`src/rtl/instr_fetch_unit.sv`:
```
// Instruction fetch for the 8-bit CPU: PC, one-at-a-time imem read, valid/ready issue to decode; 2 cycles req-to-issue with 1-cycle memory.
// Holds the instruction while instr_ready is low; halt only gates new requests. Optional macro IFU_ILLEGAL_SKIP_EN skips opcode 3'b111.
module instr_fetch_unit #(
  parameter int                ADDR_W   = 8,
  parameter int                INSTR_W  = 8,
  parameter logic [ADDR_W-1:0] RESET_PC = '0
) (
  input  logic               clk,
  input  logic               rst_n,
  output logic               imem_req,
  output logic [ADDR_W-1:0]  imem_addr,
  input  logic               imem_valid,
  input  logic [INSTR_W-1:0] imem_rdata,
  output logic [INSTR_W-1:0] instr_out,
  output logic               instr_valid,
  input  logic               instr_ready,
  input  logic               jump,
  input  logic [ADDR_W-1:0]  jump_addr,
  input  logic               halt,
  output logic [ADDR_W-1:0]  pc_out,
  output logic               illegal_op
);

  typedef enum logic [1:0] {
    S_REQ   = 2'd0,
    S_WAIT  = 2'd1,
    S_ISSUE = 2'd2,
    S_DRAIN = 2'd3
  } state_t;

  state_t              r_state;
  logic [ADDR_W-1:0]   r_pc;
  logic                r_imem_req;
  logic [ADDR_W-1:0]  r_imem_addr;
  logic [INSTR_W-1:0] r_instr_out;
  logic                r_instr_valid;
  logic                r_illegal_op;

  logic [ADDR_W-1:0]   w_pc_inc;
  logic                w_illegal;

  assign w_pc_inc = r_pc + ADDR_W'(1);

`ifdef IFU_ILLEGAL_SKIP_EN
  assign w_illegal = imem_valid && (imem_rdata[2:0] == 3'b111);
`else
  assign w_illegal = 1'b0;
`endif

  always_ff @(posedge clk) begin
    if (!rst_n) begin
      r_state       <= S_REQ;
      r_pc          <= RESET_PC;
      r_imem_req    <= 1'b0;
      r_imem_addr   <= '0;
      r_instr_out   <= '0;
      r_instr_valid <= 1'b0;
      r_illegal_op  <= 1'b0;
    end else begin
      r_imem_req <= 1'b0;
      case (r_state)
        S_REQ: begin
          // A jump here must not launch a request to the stale PC.
          if (jump) begin
            r_pc <= jump_addr;
          end else if (!halt) begin
            r_imem_req  <= 1'b1;
            r_imem_addr <= r_pc;
            r_state     <= S_WAIT;
          end
        end
        S_WAIT: begin
          if (jump) begin
            r_pc          <= jump_addr;
            r_instr_valid <= 1'b0;
            r_state       <= imem_valid ? S_REQ : S_DRAIN;
            if (w_illegal) r_illegal_op <= 1'b1;
          end else if (imem_valid) begin
            if (w_illegal) begin
              r_illegal_op <= 1'b1;
              r_pc         <= w_pc_inc;
              r_state      <= S_REQ;
            end else begin
              r_instr_out   <= imem_rdata;
              r_instr_valid <= 1'b1;
              r_state       <= S_ISSUE;
            end
          end
        end
        S_ISSUE: begin
          if (jump) begin
            r_pc          <= jump_addr;
            r_instr_valid <= 1'b0;
            r_state       <= S_REQ;
          end else if (instr_ready) begin
            r_pc          <= w_pc_inc;
            r_instr_valid <= 1'b0;
            r_state       <= S_REQ;
          end
        end
        S_DRAIN: begin
          // The response to the abandoned request is swallowed here.
          if (jump) r_pc <= jump_addr;
          if (imem_valid) r_state <= S_REQ;
        end
        default: r_state <= S_REQ;
      endcase
    end
  end

  assign imem_req    = r_imem_req;
  assign imem_addr   = r_imem_addr;
  assign instr_out   = r_instr_out;
  assign instr_valid = r_instr_valid;
  assign pc_out      = r_pc;
  assign illegal_op  = r_illegal_op;

endmodule

```
`config.mk`:
```
export PLATFORM = sky130hd
export DESIGN_NAME = instr_fetch_unit
export DESIGN_NICKNAME = d
export VERILOG_FILES = /design/src/rtl/instr_fetch_unit.sv
export SDC_FILE = /design/constraint.sdc
export NUM_CORES = 1
export LEC_CHECK = 0
export CAP_MARGIN = 0
export CORE_UTILIZATION = 25
export DETAILED_ROUTE_END_ITERATION = 8
export PLACE_DENSITY = 0.63
export SLEW_MARGIN = 20
export SYNTH_ARGS = -nofsm -noshare
export SYNTH_HDL_FRONTEND = slang
export SYNTH_SLANG_ARGS = --single-unit
```
`constraint.sdc`:
```
create_clock -name clk -period 1.3 [get_ports clk]
set_input_delay 0.26 -clock clk [delete_from_list [all_inputs] [get_ports clk]]
set_output_delay 0.26 -clock clk [all_outputs]
set_load 0.02 [all_outputs]
```
* Word level (Yosys, flattened, before mapping)
Cells that the tools add are included.
** Word-level totals
- Output and inout bits :: 27
- Register bits :: 28
- Bits in read-only memories :: 0
- Memories :: 0
- RAM bits :: 0
- Input port bits :: 22
- Word-level logic and storage cells :: 48
- Latch bits :: 0
** Cells by class
- Multipliers :: 0
- Add/subtract/negate cells :: 1
- Bitwise operators :: 4
- Shift-type cells :: 0
- Reductions and logical operators :: 9
- Div/mod/pow operators :: 0
- Order comparisons :: 0
- Multiplexer cells :: 19
- Equality and inequality tests :: 9
** Operators with widths (number)
- $mux 8 :: 3
- $mux 2 :: 8
- $pmux 8 s2 :: 1
- $reduce_and 3->1 :: 3
- $add 8x1->8 const B :: 1
- $pmux 2 s4 :: 1
- $ne 2x2->1 const B :: 3
- $ne 3x3->1 const B :: 2
- $reduce_or 3->1 :: 2
- $mux 1 :: 5
- $reduce_and 5->1 :: 1
- $eq 2x2->1 const B :: 2
- $not 1->1 :: 4
- $eq 2x1->1 const B :: 1
- $logic_not 2->1 :: 1
- $ne 2x1->1 const B :: 1
- $pmux 1 s2 :: 1
- $reduce_and 2->1 :: 1
- $reduce_bool 2->1 :: 1

* Longest topological paths before layout
Gate-level depths: netlist of run 1.
- Depth after elaboration :: 4
- Mapped depth :: 5
- Gate-level depth less buffers :: 5

* Least setup slack after synthesis of run 1
OpenSTA, ideal clock, no wires.
- Path type :: register to register
- From :: register r_state[0]
- To :: register r_pc[6] (netlist: pc_out[6])
- Path slack :: -64 ps
- Buffers on the path :: 1
- Clock period less this slack :: 1364 ps
- Data required time :: 1182 ps
- Arrival :: 1247 ps
- Cell stages (with the launch flop) :: 6
- Setup time :: 118 ps
- Cell sequence :: dfxtp_1 -> buf_4 -> or3b_4 -> nor3_2 -> nand3_1 -> o2111a_1
** On the way
- Longest elaborated chain between the ends :: 4
- Elaborated cells between the ends (all ways) :: 9
- Those cells by class :: 5 x eq/ne; 1 x mux; 3 x reduce/logical
** RTL lines
- start: declaration :: line 31 : state_t r_state;
- start signal: assignment :: line 76 : r_state <= imem_valid ? S_REQ : S_DRAIN;
- $eq 2x2->1, or another cell as far along :: line 61 : case (r_state)
- $reduce_or 3->1 (no source line)
- $ne 2x1->1 (no source line)
- $reduce_and 2->1 (no source line)
- end signal: assignment :: line 65 : r_pc <= jump_addr;
- end signal: assignment :: line 74 : r_pc <= jump_addr;
- end signal: assignment :: line 81 : r_pc <= w_pc_inc;
- end: declaration :: line 32 : logic [ADDR_W-1:0] r_pc;
Parallel ways exist; a longest one is shown, timed or not.
A chain may end at the register's enable or synchronous reset.

* Worst setup path after layout of run 1
- From :: register r_state[0]
- To :: register r_instr_out[5] (netlist: instr_out[5])
** On the way
- Longest elaborated chain between the ends :: 2
** RTL lines
- $eq 2x1->1 :: line 61
- $reduce_and 3->1 (no source line)
- end signal: assignment :: line 84 : r_instr_out <= imem_rdata;
- end: declaration :: line 35 : logic [INSTR_W-1:0] r_instr_out;
No other way between the ends.

==> out/summary.txt, run 1 <==
status: complete, no violations
Most used DFF post-synth: dfxtp_1
fin crit share: 0.9830
cts bufs inserted: 3
# setup viols final: 0
port bufs: 47
vias in the first global route: 1054
final instance area: 2079 sq um
# DRC: 0
leading post-synthesis cells by cell area: dfxtp_1, mux2i_1, nor2b_1
Max-cap violations: 0
EDFF count, synth: 0
crit end category: flip-flop
Int Pwr: 0.001311 W
Post-DP Area: 1984 sq um
layout cells sized above 1: 0.2167
crit-path leading delay family: flip-flops
sequential fraction of the synthesis area: 0.4362
Clock Latency Late Sink: 0.27 ns
die width: 73.70 microns
Initial Util: 0.2650
final antenna-violating net count: 0
IO Count: 49
Seq pwr share: 0.518
asr flop ratio synth: 0
vias per inst: 4.256
CP Class: reg2reg
ANT cells: 0
most used cell along the critical path: buf_6
Worst Path Arrival: 1.45 ns
Netlist cell types: 40
hold slack: 0.4240 ns
H-tree levels: 1
synthesized area: 1285 sq um
switching share of power: 0.2571
Post-Route WL: 3224 microns
initial DRC count: 46
final hold viol count: 0
clk sink count: 28
Worst path max stage delay: 0.39 ns
GR Overflow Total: 0
Post-Syn Area per Cell: 9.662 sq um
first-pass GRT wire length: 5023 microns
antenna violations before repair: 0
Die H: 73.70 microns
Avg WL per Cell: 11.94 microns
Detailed Place HPWL: 2298 microns
Placed Cells: 263
top post-synthesis cells by count: dfxtp_1, mux2i_1, nor2b_1
Tightest Hold Check Type: in2reg
crit path buf inv count: 2
Setup Skew: 0.001621 ns
TritonCTS clock tree: done
Ys Warns: 0
number of detailed-route iterations in the first pass: 3
largest net degree at the start of global routing: 15
Max VDD drop: 0.5151 mV
final std cells w/o fill: 270
Yosys top cell area share: 0.4362
gr usage total: 0.1191
Slew Limit Fails: 0
gp weighted congestion: 0.8695
fmax: 782.5 MHz
post-layout net count: 228
final core utilization: 0.4289
PD cells: 848.4 nW/um^2
register bit total from synthesis: 28
# rows: 25
post-layout min period: 1.278 ns
Worst Path Required: 1.47 ns
Psw: 0.0004537 W
most common cell in the netlist: dfxtp_1
Vias: 1149
Synth area leader: dfxtp_1
Post-Syn Instances: 133
Worst-path clk slew: 0.09 ns
Root Buffer: clkbuf_8
RSZ-0062 raised after global routing: true
startpoint types: flip-flop
Clk pwr share: 0.263
layout overhead on the synthesized area: 61.83%
Logic pwr share: 0.219
Max FO, Critical Path: 6
slowest stage cell, crit path: dfxtp_4
Cell Chain, Critical Path: buf_6, nand2_4, nor3_4, buf_6, mux2i_1, nor2b_1
Max Root-Sink Buffers: 2
hold_buf cts: 0
Core Region: 4848 sq um
die area: 5431 sq um
sum of negative setup slack: 0 ns
P_leak: 0.9281 nW
Synthesized Nets: 156
[kinds of logic after synthesis]
kind of cell / count (synthesis) / synth area share
mux: 17 / 0.1324
compound gates: 23 / 0.1139
simple gates: 47 / 0.2269
flops: 28 / 0.4362
xor+xnor: 4 / 0.02727
fa+ha+maj: 1 / 0.009736
other cells: 1 / 0.002918
buf+inv: 12 / 0.05062
[registers in the layout, indices dropped and copies added (netlist names)]
name	cells
imem_req	1
r_state	2
instr_out	8
pc_out	8
instr_valid	1
imem_addr	8
[worst register-to-register path, stage by stage (launching register included)]
cell     delay (ns)
dfxtp_4        0.39
buf_6          0.12
nand2_4        0.05
nor3_4         0.20
buf_6          0.16
mux2i_1        0.20
nor2b_1        0.06
[layout by cell type, fill, tap and decap left out, types with 2 or more instances in the layout]
| master | count |
|---|---|
| nor2b_1 | 17 |
| nor2_1 | 5 |
| clkbuf_8 | 3 |
| and2_1 | 2 |
| nor3_1 | 2 |
| nand2_1 | 5 |
| a21oi_1 | 5 |
| nor3_4 | 2 |
| o21ai_0 | 3 |
| o21ai_1 | 6 |
| clkdlybuf4s50_1 | 17 |
| dlygate4sd2_1 | 26 |
| xor2_1 | 3 |
| mux2i_1 | 17 |
| dlymetal6s2s_1 | 3 |
| nand2b_1 | 2 |
| o311a_1 | 2 |
| dfxtp_4 | 2 |
| nand3_1 | 3 |
| dfxtp_2 | 2 |
| dfxtp_1 | 24 |
| buf_6 | 4 |
| buf_4 | 26 |
[power by group through the flow]
stage          sequential (W)  clock, W  combinational (W)
3_5_place_dp         0.000937         0           0.000384
2_1_floorplan        0.000982         0           0.000128
3_3_place_gp         0.000939         0           0.000384
5_1_grt              0.000920  0.000521           0.000419
6_report             0.000914  0.000464           0.000386
4_1_cts              0.000917  0.000491           0.000367
[through the flow]
stage / setup WS [ns] / total power [W]
floorplan: -0.02158 / 0.001110
global placement: -0.3821 / 0.001322
detailed placement: -0.4155 / 0.001322
CTS: 0.006866 / 0.001776
global route: -0.06971 / 0.001860
finish: 0.02205 / 0.001764
[path summary, 6_finish.rpt]
kind,start,endpoint,slack (ns),depth (start not counted)
worst max-delay path,r_state[0],instr_out[5],0.02,6
worst min-delay path,imem_valid,r_state[0],0.42,3
worst max register to register,r_state[0],instr_out[5],0.02,6
worst min register to register,instr_out[7],instr_out[7],0.52,2
[metal layers]
layer  GRT usage  wire (microns)
met1      0.1469            1443
met5           0               0
met2      0.2059            1560
met4     0.01282               7
met3     0.04115             213
[cell type report]
class,instances,area (sq um)
Fill cell,483,2769
Multi-Input combinational cell,93,690.7
Timing Repair Buffer,77,685.7
Sequential cell,28,570.5
Tap cell,67,83.83
Clock buffer,3,41.29
Inverter,2,7.507
[repair_timing]
item,in CTS,in global routing
pin swaps,1,5
endpoints found under the setup margin,47,24
endpoints found under the hold margin,0,0
buffers inserted,0,4
resized for setup,32,15
Power figures use the tool's default switching activity.
==> run 2: changes to the inputs <==
CORE_UTILIZATION = 26   (was 25)
PLACE_DENSITY = 0.65   (was 0.63)
==> out/summary.txt, run 2 (same netlist as run 1, synthesis figures left out) <==
# DRC: 0 (unchanged)
r2r startpoint: r_state[1] (was r_state[0])
P_leak: 0.9037 nW (was 0.9281 nW)
vias in the first global route: 1111 (was 1054)
layout overhead on the synthesized area: 63.78% (was 61.83%)
Die H: 72.30 microns (was 73.70 microns)
ANT cells: 0 (unchanged)
sum of negative setup slack: -0.02001 ns (was 0 ns)
startpoint types: flip-flop (unchanged)
clk sink count: 28 (unchanged)
Vias: 1139 (was 1149)
TritonCTS clock tree: done (unchanged)
fmax: 757.6 MHz (was 782.5 MHz)
gp weighted congestion: 0.8190 (was 0.8695)
failing checks: negative setup slack
crit-path leading delay family: simple AND/OR/NAND/NOR gates (was flip-flops)
slowest stage cell, crit path: or3b_4 (was dfxtp_4)
port bufs: 47 (unchanged)
Post-Route WL: 3137 microns (was 3224 microns)
Max Root-Sink Buffers: 2 (unchanged)
antenna violations before repair: 0 (unchanged)
cts bufs inserted: 3 (unchanged)
Cell Chain, Critical Path: or3b_4, nor3_4, nand3_1, o2111a_1 (was buf_6, nand2_4, nor3_4, buf_6, mux2i_1, nor2b_1)
Critical Path Source: r_state[1] (was r_state[0])
CP Class: reg2reg (unchanged)
post-layout min period: 1.320 ns (was 1.278 ns)
Post-DP Area: 1989 sq um (was 1984 sq um)
Worst Path Arrival: 1.50 ns (was 1.45 ns)
hold_buf cts: 0 (unchanged)
status: complete, but fails checks (was complete, no violations)
Max VDD drop: 0.6259 mV (was 0.5151 mV)
Worst Path Required: 1.48 ns (was 1.47 ns)
largest net degree at the start of global routing: 17 (was 15)
RSZ-0062 raised after global routing: true (unchanged)
Clock Latency Late Sink: 0.28 ns (was 0.27 ns)
Placed Cells: 262 (was 263)
die width: 72.30 microns (was 73.70 microns)
layout cells sized above 1: 0.2277 (was 0.2167)
Hold Startpoint: instr_out[6] (was imem_valid)
final instance area: 2105 sq um (was 2079 sq um)
Setup Skew: 0.009200 ns (was 0.001621 ns)
Worst-path clk slew: 0.10 ns (was 0.09 ns)
post-layout net count: 226 (was 228)
reg2reg path depth: 4 (was 6)
# rows: 25 (unchanged)
crit end category: flip-flop (unchanged)
gr usage total: 0.1271 (was 0.1191)
Worst path max stage delay: 0.42 ns (was 0.39 ns)
Critical Path Stages: 4 (was 6)
H-tree levels: 1 (unchanged)
Tightest Hold Check Type: reg2reg (was in2reg)
crit path buf inv count: 0 (was 2)
PD cells: 944.6 nW/um^2 (was 848.4 nW/um^2)
GR Overflow Total: 0 (unchanged)
die area: 5227 sq um (was 5431 sq um)
Slew Limit Fails: 0 (unchanged)
Initial Util: 0.2703 (was 0.2650)
Avg WL per Cell: 11.66 microns (was 11.94 microns)
Hold Path Stages: 2 (was 3)
Max-cap violations: 0 (unchanged)
Core Region: 4755 sq um (was 4848 sq um)
IO Count: 49 (unchanged)
first-pass GRT wire length: 5140 microns (was 5023 microns)
Detailed Place HPWL: 2359 microns (was 2298 microns)
vias per inst: 4.234 (was 4.256)
final std cells w/o fill: 269 (was 270)
number of detailed-route iterations in the first pass: 3 (unchanged)
fillers: 493 (was 483)
commonest non-fill, non-tap cells in the layout: dlygate4sd2_1, buf_4, dfxtp_1, clkdlybuf4s50_1 (was dlygate4sd2_1, buf_4, dfxtp_1)
final antenna-violating net count: 0 (unchanged)
initial DRC count: 19 (was 46)
final hold viol count: 0 (unchanged)
Max FO, Critical Path: 4 (was 6)
final worst slack: -0.02001 ns (was 0.02205 ns)
# setup viols final: 1 (was 0)
Root Buffer: clkbuf_8 (unchanged)
fin crit share: 1.015 (was 0.9830)
==> run 2: cell count changes in the layout (fill, tap and decap cells not counted), sizes merged <==
| cell | before | now |
|---|---|---|
| buf | 30 | 28 |
| clkdlybuf4s50 | 17 | 19 |
| dlymetal6s2s | 3 | 1 |
| bufinv | 0 | 1 |
==> run 2: layout make-up <==
cell class | count | area (sq um) | share of cell area
multi-input cells | 93 | 703.2 | 0.3341
repair buffers | 75 | 668.1 | 0.3175
flip-flops and latches | 28 | 570.5 | 0.2711
well taps | 67 | 83.83 | 0.03983
clock buffers | 3 | 41.29 | 0.01962
clock inverters | 1 | 30.03 | 0.01427
inverters | 2 | 7.507 | 0.003567
==> run 2: final timing paths <==
check | end | slack, ns
setup / recovery | pc_out[6] | -0.02
setup reg to reg | pc_out[6] | -0.02
hold reg to reg | instr_out[6] | 0.52
hold / removal | instr_out[6] | 0.52
==> run 2: power breakdown <==
part           internal, W  total [W]  switching, W  leakage, nW
clock network     0.000413   0.000694      0.000281       0.0357
registers         0.000892   0.000916     0.0000241        0.231
logic             0.000207   0.000378      0.000171        0.637
==> run 2: metrics by stage <==
step	setup slack [ns]	hold WS [ns]	util	total power, W
after floorplan	-0.02158	0.4233	-	0.001110
after global placement	-0.3908	0.4976	0.4184	0.001320
after detailed placement	-0.4244	0.5069	0.4184	0.001322
after CTS	0.004002	0.5276	0.4339	0.002013
after global routing	-0.06300	0.5438	0.4426	0.002086
final	-0.02001	0.5211	0.4426	0.001988
==> run 2: worst reg2reg max path, stage by stage, from the launching register on <==
cell	delay (ns)
dfxtp_4	0.39
or3b_4	0.42
nor3_4	0.21
nand3_1	0.09
o2111a_1	0.12
==> run 2: routing by layer <==
metal	global-route usage	vias to the layer above	wire [microns]
met3	0.03611	2	160
met1	0.1571	504	1455
met2	0.2170	32	1501
li1	-	601	-
met4	0.03268	0	20
met5	0	-	0
==> run 2: what timing repair did <==
| item | 4_1_cts | 5_1_grt |
|---|---|---|
| buffers inserted | 2 | 1 |
| gates resized for setup | 33 | 9 |
| pin swaps | 2 | 10 |
| hold endpoints to repair | 0 | 0 |
| setup endpoints to repair | 47 | 20 |
